<file path="src/rtl/sys_cmd_ctrl.sv">
// Command sequencer: decodes UART RX frames into register-file / ALU strobes and pushes result bytes to the TX FIFO.
// Optional build macro SYS_CMD_TIMEOUT_EN adds an inactivity timeout to the frame-collecting states.
module sys_cmd_ctrl #(
  parameter int DW             = 8,
  parameter int REG_FILE_ADDRW = 3,
  parameter int FUNCT_W        = 4
`ifdef SYS_CMD_TIMEOUT_EN
  , parameter logic [15:0] TIMEOUT_CYCLES = 16'd20000
`endif
) (
  input  logic                      ref_clk,
  input  logic                      ref_rst,
  input  logic [DW-1:0]             RX_P_DATA,
  input  logic                      RX_D_VLD,
  output logic [REG_FILE_ADDRW-1:0] Address,
  output logic                      WrEn,
  output logic                      RdEn,
  output logic [DW-1:0]             WrData,
  input  logic [DW-1:0]             RdData,
  input  logic                      RdData_Valid,
  output logic                      ALU_EN,
  output logic [FUNCT_W-1:0]        ALU_FUN,
  output logic                      CLK_EN,
  input  logic [DW-1:0]             ALU_OUT,
  input  logic                      OUT_Valid,
  input  logic                      FIFO_FULL,
  output logic [DW-1:0]             WR_DATA,
  output logic                      WR_INC,
  output logic                      busy
);

  localparam logic [DW-1:0] CMD_WR     = DW'(8'hAA);
  localparam logic [DW-1:0] CMD_RD     = DW'(8'hBB);
  localparam logic [DW-1:0] CMD_ALU_OP = DW'(8'hCC);
  localparam logic [DW-1:0] CMD_ALU_NO = DW'(8'hDD);

  typedef enum logic [3:0] {
    IDLE, WR_ADDR, WR_DATA_S, RD_ADDR, RD_WAIT,
    ALU_A, ALU_B, ALU_FN, ALU_WAIT, PUSH
  } state_t;

  state_t                    state, state_nxt;
  logic [REG_FILE_ADDRW-1:0] addr_q, addr_nxt;
  logic [REG_FILE_ADDRW-1:0] address_nxt;
  logic [DW-1:0]             wr_data_nxt, fifo_data_nxt;
  logic [FUNCT_W-1:0]        alu_fun_nxt;
  logic                      wr_en_nxt, rd_en_nxt, alu_en_nxt, clk_en_nxt;
  logic                      wr_inc_nxt, busy_nxt;
  logic                      alu_go, alu_go_nxt;

`ifdef SYS_CMD_TIMEOUT_EN
  logic [15:0] tmo_cnt, tmo_nxt;

  function automatic logic is_cmd_state(input state_t s);
    return (s == WR_ADDR) || (s == WR_DATA_S) || (s == RD_ADDR) ||
           (s == ALU_A)   || (s == ALU_B)     || (s == ALU_FN);
  endfunction
`endif

  always_comb begin
    state_nxt     = state;
    addr_nxt      = addr_q;
    address_nxt   = Address;
    wr_data_nxt   = WrData;
    fifo_data_nxt = WR_DATA;
    alu_fun_nxt   = ALU_FUN;
    clk_en_nxt    = CLK_EN;
    wr_en_nxt     = 1'b0;
    rd_en_nxt     = 1'b0;
    alu_en_nxt    = 1'b0;
    wr_inc_nxt    = 1'b0;
    alu_go_nxt    = 1'b0;
    case (state)
      IDLE: if (RX_D_VLD) begin
        case (RX_P_DATA)
          CMD_WR:     state_nxt = WR_ADDR;
          CMD_RD:     state_nxt = RD_ADDR;
          CMD_ALU_OP: state_nxt = ALU_A;
          CMD_ALU_NO: state_nxt = ALU_FN;
          default:    state_nxt = IDLE;
        endcase
      end
      WR_ADDR: if (RX_D_VLD) begin
        addr_nxt  = RX_P_DATA[REG_FILE_ADDRW-1:0];
        state_nxt = WR_DATA_S;
      end
      WR_DATA_S: if (RX_D_VLD) begin
        address_nxt = addr_q;
        wr_data_nxt = RX_P_DATA;
        wr_en_nxt   = 1'b1;
        state_nxt   = IDLE;
      end
      RD_ADDR: if (RX_D_VLD) begin
        address_nxt = RX_P_DATA[REG_FILE_ADDRW-1:0];
        rd_en_nxt   = 1'b1;
        state_nxt   = RD_WAIT;
      end
      RD_WAIT: if (RdData_Valid) begin
        fifo_data_nxt = RdData;
        wr_inc_nxt    = !FIFO_FULL;
        state_nxt     = PUSH;
      end
      ALU_A: if (RX_D_VLD) begin
        address_nxt = '0;
        wr_data_nxt = RX_P_DATA;
        wr_en_nxt   = 1'b1;
        state_nxt   = ALU_B;
      end
      ALU_B: if (RX_D_VLD) begin
        address_nxt = REG_FILE_ADDRW'(1);
        wr_data_nxt = RX_P_DATA;
        wr_en_nxt   = 1'b1;
        state_nxt   = ALU_FN;
      end
      ALU_FN: if (RX_D_VLD) begin
        alu_fun_nxt = RX_P_DATA[FUNCT_W-1:0];
        clk_en_nxt  = 1'b1;
        alu_go_nxt  = 1'b1;
        state_nxt   = ALU_WAIT;
      end
      ALU_WAIT: begin
        // ALU_EN trails CLK_EN by one cycle so the gated clock is running first
        alu_en_nxt = alu_go;
        if (!alu_go && OUT_Valid) begin
          fifo_data_nxt = ALU_OUT;
          clk_en_nxt    = 1'b0;
          wr_inc_nxt    = !FIFO_FULL;
          state_nxt     = PUSH;
        end
      end
      PUSH: begin
        // Stay here for the WR_INC cycle so busy covers the push itself
        if (WR_INC)          state_nxt  = IDLE;
        else if (!FIFO_FULL) wr_inc_nxt = 1'b1;
      end
      default: state_nxt = IDLE;
    endcase
`ifdef SYS_CMD_TIMEOUT_EN
    if (is_cmd_state(state) && !RX_D_VLD && (tmo_cnt == 16'd0))
      state_nxt = IDLE;
    if (!is_cmd_state(state_nxt))
      tmo_nxt = 16'd0;
    else if (RX_D_VLD || !is_cmd_state(state))
      tmo_nxt = TIMEOUT_CYCLES;
    else
      tmo_nxt = tmo_cnt - 16'd1;
`endif
    busy_nxt = (state_nxt != IDLE);
  end

  always_ff @(posedge ref_clk or negedge ref_rst) begin
    if (!ref_rst) begin
      state   <= IDLE;
      addr_q  <= '0;
      alu_go  <= 1'b0;
      Address <= '0;
      WrEn    <= 1'b0;
      RdEn    <= 1'b0;
      WrData  <= '0;
      ALU_EN  <= 1'b0;
      ALU_FUN <= '0;
      CLK_EN  <= 1'b0;
      WR_DATA <= '0;
      WR_INC  <= 1'b0;
      busy    <= 1'b0;
    end else begin
      state   <= state_nxt;
      addr_q  <= addr_nxt;
      alu_go  <= alu_go_nxt;
      Address <= address_nxt;
      WrEn    <= wr_en_nxt;
      RdEn    <= rd_en_nxt;
      WrData  <= wr_data_nxt;
      ALU_EN  <= alu_en_nxt;
      ALU_FUN <= alu_fun_nxt;
      CLK_EN  <= clk_en_nxt;
      WR_DATA <= fifo_data_nxt;
      WR_INC  <= wr_inc_nxt;
      busy    <= busy_nxt;
    end
  end

`ifdef SYS_CMD_TIMEOUT_EN
  always_ff @(posedge ref_clk or negedge ref_rst) begin
    if (!ref_rst) tmo_cnt <= 16'd0;
    else          tmo_cnt <= tmo_nxt;
  end
`endif

endmodule

</file>
<file path="config.mk">
export PLATFORM = sky130hd
export DESIGN_NAME = sys_cmd_ctrl
export DESIGN_NICKNAME = d
export VERILOG_FILES = /design/src/rtl/sys_cmd_ctrl.sv
export SDC_FILE = /design/constraint.sdc
export NUM_CORES = 1
export LEC_CHECK = 0
export CORE_UTILIZATION = 41
export DETAILED_ROUTE_END_ITERATION = 8
export GPL_ROUTABILITY_DRIVEN = 0
export PLACE_DENSITY = 0.8
export SLEW_MARGIN = 10
export SYNTH_ARGS = -nofsm -noshare
export SYNTH_HDL_FRONTEND = slang
export SYNTH_SLANG_ARGS = --single-unit
</file>
<file path="constraint.sdc">
create_clock -name ref_clk -period 1.7 [get_ports ref_clk]
set_input_delay 0.51 -clock ref_clk [delete_from_list [all_inputs] [get_ports ref_clk]]
set_output_delay 0.51 -clock ref_clk [all_outputs]
set_load 0.01 [all_outputs]
</file>
==> summary.txt <==
Critical path
  • Critical path class: in2reg
  • Reg-to-reg slack, setup: -0.11 ns
  • Critical Path RT: 1.87 ns
  • Worst R2R Start: state[1]
  • R2r endpoint: busy
  • R2R cell count: 5
  • WP data arrival: 1.98 ns
  • CP Launch Type: input port
  • CP endpoint kind: flip-flop
  • Critical path fanouts, max: 4

GRT
  • M2 GR Usage: 36.76%
  • Remaining Overflow, GRT: 0
  • Vias in the first global route: 1595
  • Gr usage total: 24.17%
  • Met3 usage: 7.095%
  • Gr busiest metal: met2
  • Initial antenna violation count: 0
  • First-pass GRT wire length: 7817 microns
  • Largest net degree at the start of global routing: 21
  • Met1 usage: 31.08%

Drt
  • Final wirelength: 5114 microns
  • Vias: 1649
  • DR vias/cell: 5.268
  • DR WL/cell: 16.34 microns
  • Drc violations: 0
  • DRT antenna net count: 0
  • Drt pass-1 iters: 4
  • Drt initial violations: 117

Power and ir drop
  • Worst vdd ir: 0.0007565 V
  • Final Power: 0.004078 W
  • Switch Pwr: 0.001345 W
  • PwrDens: 1349 nW/um^2
  • Cell internal pwr: 0.002733 W
  • Leakage power: 1.553 nW
  • Reg power frac: 34.1%
  • Net Sw Frac: 32.98%
  • Gate power share: 46.7%
  • Clk pwr share: 19.3%

Floorplanning
  • Die H: 67.76 microns
  • Top Ports: 59
  • Starting Density: 43.39%
  • Die X: 67.76 microns
  • Core area: 4086 sq um
  • Site Rows: 23
  • Area of the die: 4591 sq um

STA
  • Actual slew at the worst max-slew pin: 0.4622 ns
  • Slew Limit Fails: 0
  • Period utilisation layout: 106.8%
  • Peak Freq: 550.8 MHz
  • # setup viols final: 10
  • Final Hold Violating Endpoints: 0
  • Setup_tns: -0.5124 ns
  • Clock Skew: 0.003808 ns
  • Shortest period the worst path allows: 1.815 ns
  • Worst setup margin: -0.1155 ns
  • RSZ-0062 raised after global routing: true
  • Worst slew margin: 68.78%

Cells and area
  • Ant. Diodes: 0
  • Area added between synthesis and finish: 70.50%
  • Share of cells above drive strength 1: 37.26%
  • NumNets Final: 292
  • Final Util: 73.97%

Synth
  • Synth Instances: 158
  • Post-Syn Area: 1773 sq um
  • Yosys warns: 0
  • Syn_area_per_cell: 11.22 sq um
  • Syn nets: 188
  • Sequential fraction of the synthesis area: 52.22%
  • #FFs+latches synth: 37
  • Share of synthesized registers carrying an async set or reset: 100.0%
  • Simple-gate share of the synthesized area: 15.60%
  • Post-synthesis mux area share: 13.41%
  • Adder-cell area share of the yosys netlist: 0%
  • Largest family of logic cells by synthesized area: simple AND/OR/NAND/NOR gates
  • Post-synth EDFFs: 0
  • Synth Area in XOR/XNOR: 0.4940%
  • Yosys cell types: 43
  • Top FF cell, synth: dfrtp_1
  • Synth Area in Compound Gates: 14.75%

CTS
  • H-tree levels: 2
  • CTS tree: built
  • Total CTS buffers: 5
  • Clk_lat worst skew: 0.29 ns
  • Clock Pin Slew Worst Setup and Hold Paths: 0.07 ns
  • Root buf cell: clkbuf_8
  • Clock Path Buffers: 2
  • Clock sink count: 37
  • Number of hold buffers added after CTS: 0

Outcome
  • Status: finished with violations
  • Failing checks: setup timing

Place
  • Port buffer count: 58
  • Hpwl dp: 3156 microns

Run
  • Max Cap Viol: 0

Min path
  • Hold WC Path Type: in2async
==> timing repair <==
action                                  CTS  global route
endpoints found under the setup margin   30            32
cloned                                    1             0
hold endpoints to repair                  0             0
setup buffers                             8             5
pin swaps                                10             3
gates resized for setup                  43            32
==> placed cells by master (no fill, tap or decap), types with 2 or more instances in the layout <==
master | netlist | final
clkdlybuf4s50_1 | 0 | 18
dlymetal6s2s_1 | 0 | 16
or2b_1 | 2 | 2
nand2b_1 | 2 | 2
a22oi_1 | 3 | 3
buf_4 | 1 | 39
a21oi_4 | 1 | 2
nand3_1 | 2 | 2
nor2_2 | 1 | 5
mux2_2 | 14 | 14
nor2_1 | 16 | 11
o21ai_1 | 2 | 2
a21oi_1 | 16 | 10
clkdlybuf4s15_1 | 0 | 4
mux2i_1 | 8 | 8
dlygate4sd2_1 | 0 | 19
or4bb_4 | 0 | 2
clkbuf_16 | 0 | 2
inv_1 | 4 | 4
dfrtp_1 | 37 | 35
buf_12 | 0 | 2
a21o_1 | 2 | 2
nor3_1 | 2 | 2
nand2_1 | 10 | 9
clkbuf_8 | 0 | 6
dfrtp_2 | 0 | 2
o21ai_0 | 5 | 4
a21oi_2 | 0 | 5
buf_6 | 1 | 4
==> how the worst max path moves through the flow <==
| stage | from | to | slack, ns | cells after the start |
|---|---|---|---|---|
| floorplan | RdData_Valid | busy | 0.07 | 5 |
| global placement | RX_D_VLD | busy | -0.49 | 6 |
| detailed placement | RX_D_VLD | busy | -0.53 | 5 |
| CTS | state[2] | busy | -0.04 | 6 |
| global route | state[1] | busy | -0.15 | 5 |
| finish | RX_D_VLD | busy | -0.12 | 5 |
==> per-layer routing <==
metal  vias up  share of wire [%]
li1        777                  -
met1       804                 40
met2        58                 52
met3        10                5.8
met4         0                1.9
met5         -                  0
==> power by group through the flow <==
stage                     clock network (W)  logic (W)  registers [W]
after floorplan                           0   0.000757        0.00143
after global placement                    0    0.00164        0.00139
after detailed placement                  0    0.00168        0.00140
after CTS                          0.000797    0.00181        0.00138
after global routing               0.000847    0.00203        0.00143
final                              0.000785    0.00190        0.00139
==> sequential cells by signal, indices dropped and copies added, names as in the netlist <==
signal and cells:
RdEn 1, WR_DATA 8, WrEn 1, addr_q 3, ALU_FUN 4, ALU_EN 1, state 4, alu_go 1
WrData 8, Address 3, busy 1, CLK_EN 1, WR_INC 1
==> worst max-delay path, cell delays in order <==
cell and delay [ns]:
clkdlybuf4s15_1 0.23, or3b_4 0.27, nor4_2 0.05, a221o_1 0.38, or4_4 0.55
==> synth_stat cells (2+ instances only) <==
master / count / area share (%)
inv_1: 4 / 0.85
nand2_1: 10 / 2.1
mux2_2: 14 / 8.9
nand3_1: 2 / 0.56
nor3_1: 2 / 0.56
dfrtp_1: 37 / 52
mux2i_1: 8 / 4.5
o21ai_0: 5 / 1.4
a21oi_1: 16 / 4.5
a22oi_1: 3 / 1.3
or2b_1: 2 / 0.85
buf_2: 5 / 1.4
a21o_1: 2 / 0.85
nor2_1: 16 / 3.4
or4bb_1: 2 / 1.3
o21ai_1: 2 / 0.56
nand2b_1: 2 / 0.71
==> layout make-up <==
type                            count  area, sq um
Fill cell                         270         1064
Timing Repair Buffer              105         1020
Sequential cell                    37        928.4
Multi-Input combinational cell    109        880.8
Clock buffer                        7        86.33
Tap cell                           50        62.56
Clock inverter                      1        30.03
Inverter                            4        15.01
==> stage by stage <==
stage,setup WS [ns],std cells,hold WS [ns],area [sq um]
floorplan,0.07414,158,0.2144,1777
global placement,-0.4895,292,0.4566,2660
detailed placement,-0.5254,292,0.4741,2660
CTS,-0.04316,309,0.1604,2924
global route,-0.1490,313,0.1682,3023
finish,-0.1155,313,0.1518,3023
==> logic make-up (layout without fill, tap and decap cells) <==
logic type | after synthesis | after routing
simple gates | 48 | 48
compound gates | 38 | 38
flops | 37 | 37
buf+inv | 12 | 117
mux | 22 | 22
xor+xnor | 1 | 1
Power figures use the tool's default switching activity.
